**src/rtl/ifid_pipe_reg.sv**
```systemverilog
// Multi-lane IF/ID pipeline register with valid/ready handshake, flush and optional skid entry.
// Outputs always reflect the main entry; an invalid entry presents an all-NOP, zero-PC bundle.
module ifid_pipe_reg #(
    parameter int unsigned LANES = 2,
    parameter int unsigned XLEN  = 32,
    parameter logic [31:0] NOP   = 32'h00000013,
    parameter int unsigned SKID  = 1,
    parameter int unsigned CNT_W = 16
) (
    input  logic                    clk,
    input  logic                    clrn,
    input  logic                    flush,
    input  logic                    in_valid,
    output logic                    in_ready,
    input  logic [LANES-1:0]        in_lane_valid,
    input  logic [XLEN*LANES-1:0]   in_pc,
    input  logic [32*LANES-1:0]     in_inst,
    output logic                    out_valid,
    input  logic                    out_ready,
    output logic [LANES-1:0]        out_lane_valid,
    output logic [XLEN*LANES-1:0]   out_pc,
    output logic [32*LANES-1:0]     out_inst,
    output logic [CNT_W-1:0]        stall_cnt
);

    logic                  m_valid;
    logic [LANES-1:0]      m_lane_valid;
    logic [XLEN*LANES-1:0] m_pc;
    logic [32*LANES-1:0]   m_inst;

    logic                  s_valid;
    logic [LANES-1:0]      s_lane_valid;
    logic [XLEN*LANES-1:0] s_pc;
    logic [32*LANES-1:0]   s_inst;

    logic                  advance;
    logic                  accept;
    logic [XLEN*LANES-1:0] cap_pc;
    logic [32*LANES-1:0]   cap_inst;

    assign advance = !m_valid || out_ready;

    // With a skid entry, in_ready depends only on registered state, breaking the out_ready path.
    assign in_ready = (SKID != 0) ? !s_valid : advance;
    assign accept   = in_valid && in_ready && !flush && (|in_lane_valid);

    always_comb begin
        cap_pc   = '0;
        cap_inst = {LANES{NOP}};
        for (int unsigned i = 0; i < LANES; i++) begin
            if (in_lane_valid[i]) begin
                cap_pc[i*XLEN +: XLEN] = in_pc[i*XLEN +: XLEN];
                cap_inst[i*32 +: 32]   = in_inst[i*32 +: 32];
            end
        end
    end

    always_ff @(posedge clk or negedge clrn) begin
        if (!clrn) begin
            m_valid      <= 1'b0;
            m_lane_valid <= '0;
            m_pc         <= '0;
            m_inst       <= {LANES{NOP}};
            s_valid      <= 1'b0;
            s_lane_valid <= '0;
            s_pc         <= '0;
            s_inst       <= {LANES{NOP}};
        end else if (flush) begin
            m_valid <= 1'b0;
            s_valid <= 1'b0;
        end else if (advance) begin
            if (s_valid) begin
                m_valid      <= 1'b1;
                m_lane_valid <= s_lane_valid;
                m_pc         <= s_pc;
                m_inst       <= s_inst;
                s_valid      <= 1'b0;
            end else if (accept) begin
                m_valid      <= 1'b1;
                m_lane_valid <= in_lane_valid;
                m_pc         <= cap_pc;
                m_inst       <= cap_inst;
            end else begin
                m_valid <= 1'b0;
            end
        end else if (accept) begin
            s_valid      <= 1'b1;
            s_lane_valid <= in_lane_valid;
            s_pc         <= cap_pc;
            s_inst       <= cap_inst;
        end
    end

    always_ff @(posedge clk or negedge clrn) begin
        if (!clrn) begin
            stall_cnt <= '0;
        end else if (m_valid && !out_ready && !flush && (stall_cnt != '1)) begin
            stall_cnt <= stall_cnt + 1'b1;
        end
    end

    always_comb begin
        out_valid      = m_valid;
        out_lane_valid = m_valid ? m_lane_valid : '0;
        out_pc         = m_valid ? m_pc : '0;
        out_inst       = m_valid ? m_inst : {LANES{NOP}};
    end

endmodule

```
**config.mk**
```make
export PLATFORM = sky130hd
export DESIGN_NAME = ifid_pipe_reg
export DESIGN_NICKNAME = d
export VERILOG_FILES = /design/src/rtl/ifid_pipe_reg.sv
export SDC_FILE = /design/constraint.sdc
export NUM_CORES = 1
export LEC_CHECK = 0
export CELL_PAD_IN_SITES_DETAIL_PLACEMENT = 1
export CELL_PAD_IN_SITES_GLOBAL_PLACEMENT = 1
export CORE_UTILIZATION = 41
export DETAILED_ROUTE_END_ITERATION = 12
export PLACE_DENSITY_LB_ADDON = 0.12
export SETUP_SLACK_MARGIN = 0.15
export SYNTH_ARGS = -nofsm -noshare
export SYNTH_HDL_FRONTEND = slang
export SYNTH_SLANG_ARGS = --single-unit
```
**constraint.sdc**
```tcl
create_clock -name clk -period 2.7 [get_ports clk]
set_input_delay 0.27 -clock clk [delete_from_list [all_inputs] [get_ports clk]]
set_output_delay 0.27 -clock clk [all_outputs]
set_load 0.02 [all_outputs]
```
=== Yosys cells after proc, flatten, opt, wreduce, memory -nomap -nowiden ===
Index checks and enable logic that the tools add are counted.

* Register bits: 278

* Bitwise logic cells: 2
* Equality and inequality tests: 1
* Add/sub/neg operators: 1
* Muxes and demuxes: 20
* Reductions and logical operators: 17

{| class="wikitable"
|+ Operator list
! operator !! count
|-
| $mux W64 || 6
|-
| $mux W32 || 4
|-
| $add A16 B1 Y16 const B || 1
|-
| $ne A16 B16 Y1 const B || 1
|-
| $mux W1 || 7
|-
| $logic_and A1 B1 Y1 || 6
|-
| $mux W2 || 3
|-
| $reduce_and A3 Y1 || 2
|-
| $logic_not A1 Y1 || 4
|-
| $reduce_bool A2 Y1 || 2
|-
| $reduce_bool A3 Y1 || 1
|-
| $not A1 Y1 || 2
|-
| $reduce_or A2 Y1 || 1
|-
| $logic_or A1 B1 Y1 || 1
|}

=== Longest topological paths before layout ===
* Depth after elaboration: 8
* Depth in mapped cells: 10
* Mapped depth without buffers: 6

=== Least setup slack after synthesis ===
OpenSTA, ideal clock, no wires.

* Path kind: reg2reg
* From: reg m_valid, in the netlist out_valid
* To: reg s_lane_valid[0]
* Path buffers: 2
* Data arrival time: 1.794 ns
* Setup time: 0.125 ns
* Cell stages (with the launch flop): 6
* Required time: 2.575 ns
* Period minus slack after synthesis: 1.920 ns
* Setup slack: 0.780 ns
* Cells stage by stage: dfrtp_1 or3b_1 or3_1 buf_2 buf_6 mux2_4

* Longest elaborated chain between the ends: 4

{| class="wikitable"
|+ RTL lines
! item !! RTL line !! text
|-
| start, declared || 26 || <nowiki>logic m_valid;</nowiki>
|-
| start signal, assigned || 60 || <nowiki>m_valid <= 1'b0;</nowiki>
|-
| start signal, assigned || 69 || <nowiki>m_valid <= 1'b0;</nowiki>
|-
| start signal, assigned || 73 || <nowiki>m_valid <= 1'b1;</nowiki>
|-
| $logic_not A1 Y1 || 41 || <nowiki>assign advance = !m_valid || out_ready;</nowiki>
|-
| $logic_or A1 B1 Y1 || 41 ||
|-
| $not A1 Y1 (no line) || -- ||
|-
| $reduce_and A3 Y1 (no line) || -- ||
|-
| end signal, assigned || 88 || <nowiki>s_lane_valid <= in_lane_valid;</nowiki>
|-
| end, declared || 32 || <nowiki>logic [LANES-1:0] s_lane_valid;</nowiki>
|}

Every way passes these cells.
A chain may end at the register's enable or synchronous reset.

=== Final worst setup path ===
* From: reg m_valid, in the netlist out_valid
* To: out out_pc[48]

* Longest elaborated chain between the ends: 1

{| class="wikitable"
|+ RTL lines
! item !! RTL line !! text
|-
| $mux W64 || 105 || <nowiki>out_pc = m_valid ? m_pc : '0;</nowiki>
|-
| end, declared || 21 || <nowiki>output logic [XLEN*LANES-1:0] out_pc,</nowiki>
|}

Every way passes these cells.

==> qor.yml <==
status: "complete, no violations"
pre_cts_ws_ns: 0.315
num_rows: 64
irDropWorstVdd_v: 0.000468
insertion_delay_ns: 0.50
worst_r2r_endpoint: "s_inst[5]"
worst_r2r_path_depth: 7
grt_max_degree: 141
slew_viol_final: 0
cts_root_buf: "clkbuf_16"
setup-tns-final_ns: 0
fin_ws_ns: 0.285
cp-start-kind: "flip-flop"
routed-via-count: 11000
p_leak_nw: 7.60
gp_congestion: 0.747
grt_pass1_wl_mm: 59.6
syn_avg_cell_area_um2: 8.54
design.core.area_um2: 30500
io_pins: 283
cts_tree: "done"
htree_levels: 2
skew_ns: 0.0128
syn_area_um2: 12700
drive_gt1_frac: 0.0570
critPathSlowestCell: "clkdlybuf4s50_1"
die_w_um: 178
tightest_slew_ns: 0.849
numCtsBuffers: 34
yosys_most_used_dff: "dfrtp_1"
dpl.hpwl_mm: 23.0
finalHoldViolCount: 0
start_util: 0.415
hp-start: "in_pc[22]"
grt_pass1_vias: 11400
die_h_um: 178
drtAntennaViolNets: 0
final_net_count: 1851
crit_path_end_kind: "output port"
ys_types: 35
ff_latch_area_um2: 6980
min_to: "s_pc[22]"
power_density_nw_per_um2: 683
hold_class: "input port to flip-flop"
wl_per_cell_um: 17.3
dr.pass1.iters: 4
clock.fmax_mhz: 414
overflow: 0
drtIter0Drc: 589
crit_arrival_ns: 2.14
crit_fanout: 50
drt-vias-per-instance: 5.14
syn_to_final_growth_pct: 33.6
path_class: "flip-flop to output port"
slew_headroom: 0.434
cap_viol_max_count: 0
rsz0062_at_grt: "no"
synth-seq-area-share: 0.550
drcViolationCount: 0
gr-usage-all-layers: 0.238
io_buffers: 282
synth-async-reset-ratio: 1.00
antenna_found_initial: 4
syn-num-nets: 1620
die_area_um2: 31600
fin_util: 0.555
synth_edf_count: 0
path_delay_family: "buffers and inverters"
required_ns: 2.43
critical_path.max_stage_delay_ns: 0.65
clock-sinks: 278
wl_mm: 37.0
path_cells: "buf_12 > buf_16 > and2_1 > clkdlybuf4s50_1"
fillers: 3548
reg2reg_from: "out_valid"
finalSetupViolations: 0
path_clk_slew_ns: 0.06
multiInputGateArea_um2: 5120
finalCritPeriodShare: 0.894
worstPathBufferInverterCount: 3
syn_inst: 1484
r2r_setup_slack_ns: 0.32
clockBufferDepth: 3
min_delay_path_depth: 3
yosys_warnings: 0
ys_seq_elements: 278
crit_path_start: "out_valid"
finalCriticalPeriod_ns: 2.41
==> sequential cells by signal, summed over array words and instances (netlist names) <==
signal	flops
m_inst	64
m_lane_valid	2
m_pc	64
out_valid	1
s_inst	64
s_lane_valid	2
s_pc	64
s_valid	1
stall_cnt	16
==> cell type report <==
cell class                      count  area share
Timing Repair Buffer              310       0.190
Inverter                            1    0.000222
Sequential cell                   278       0.412
Multi-Input combinational cell   1090       0.302
Clock inverter                      3     0.00126
Clock buffer                       54      0.0638
Antenna cell                        3    0.000443
Tap cell                          396      0.0293
==> synth_stat cells, drive strengths merged, types with 2 or more instances <==
| cell | number | share of area |
|---|---|---|
| nand2b | 8 | 0.0039 |
| nor2 | 135 | 0.040 |
| mux2i | 2 | 0.0016 |
| nand4 | 5 | 0.0025 |
| nand3 | 6 | 0.0024 |
| dfstp | 12 | 0.025 |
| buf | 44 | 0.025 |
| nand2 | 384 | 0.11 |
| o21ai | 259 | 0.10 |
| and4 | 2 | 0.0014 |
| mux2 | 3 | 0.0033 |
| nor3 | 2 | 0.00079 |
| xor2 | 8 | 0.0055 |
| xnor2 | 6 | 0.0041 |
| clkbuf | 71 | 0.021 |
| or3b | 2 | 0.0014 |
| and2 | 125 | 0.062 |
| dfrtp | 266 | 0.53 |
| and3 | 2 | 0.00099 |
| nor2b | 6 | 0.0030 |
| a21oi | 128 | 0.051 |
==> layer usage <==
| metal | global-route usage | vias up | share of wire |
|---|---|---|---|
| met2 | 0.388 | 249 | 0.47 |
| li1 | - | 5310 | - |
| met1 | 0.317 | 5344 | 0.44 |
| met5 | 0 | - | 0.00032 |
| met3 | 0.0488 | 61 | 0.062 |
| met4 | 0.0719 | 2 | 0.025 |
==> worst min-delay path: stages <==
cell             delay (ns)
clkdlybuf4s50_1        0.39
nand2_1                0.08
o21ai_1                0.06
==> stage by stage <==
stage	instances	power (mW)	cell area (µm²)	hold slack, ns
after CTS	2132	11.7	16900	0.325
after floorplan	1484	6.21	12700	-0.0256
after detailed placement	2069	7.14	15700	0.320
after global routing	2133	12.1	16900	0.349
after global placement	2069	7.01	15700	0.321
final	2135	11.6	16900	0.340
==> cell usage in the layout (no fill, tap or decap), types with 2 or more instances in the layout <==
cell type	instances
clkinv_2	2
nand3_1	6
and3_1	2
nand4_1	5
dfrtp_4	2
clkbuf_1	8
clkbuf_8	9
clkdlybuf4s50_1	279
diode_2	3
o21ai_1	100
dfstp_2	12
dfrtp_1	264
xnor2_1	6
nand2b_1	7
mux2_4	2
clkbuf_16	37
nor2b_1	6
xor2_1	8
and2_1	125
nor3_1	2
a21oi_1	128
buf_2	2
nor2_1	135
and4_1	2
buf_4	13
buf_12	12
nand2_1	384
o21ai_0	159
mux2i_1	2
==> report_power, final <==
group / switching [mW] / leakage, nW / internal [mW]
Sequential: 0.379 / 3.65 / 4.87
Clock: 1.74 / 0.544 / 2.73
Combinational: 1.00 / 3.41 / 0.836
==> what timing repair did <==
| item | CTS | global route |
|---|---|---|
| setup endpoints to repair | 90 | 0 |
| buffers inserted | 4 | 0 |
| hold buffers | 1 | 0 |
| resized for setup | 1 | 0 |
| endpoints found under the hold margin | 67 | 0 |
==> worst max path at each step <==
stage | slack (ns) | end | cells past startpoint
after global placement | 0.37 | s_inst[17] | 6
after CTS | 0.25 | out_inst[10] | 4
after detailed placement | 0.31 | s_inst[17] | 6
final | 0.29 | out_pc[48] | 4
after floorplan | 0.78 | s_lane_valid[0] | 5
after global routing | 0.20 | out_pc[62] | 4
==> logic make-up (layout without fill, tap and decap cells) <==
| group | count (synthesis) | count (layout) | synth area share |
|---|---|---|---|
| compound gates | 390 | 390 | 0.155 |
| xor+xnor | 14 | 14 | 0.00968 |
| fa+ha+maj | 1 | 1 | 0.000987 |
| buf+inv | 116 | 368 | 0.0466 |
| flops | 278 | 278 | 0.550 |
| mux | 5 | 5 | 0.00484 |
| other cells | 0 | 3 | 0 |
| simple gates | 680 | 680 | 0.233 |
Note: power is estimated with default switching activity, not from simulation.
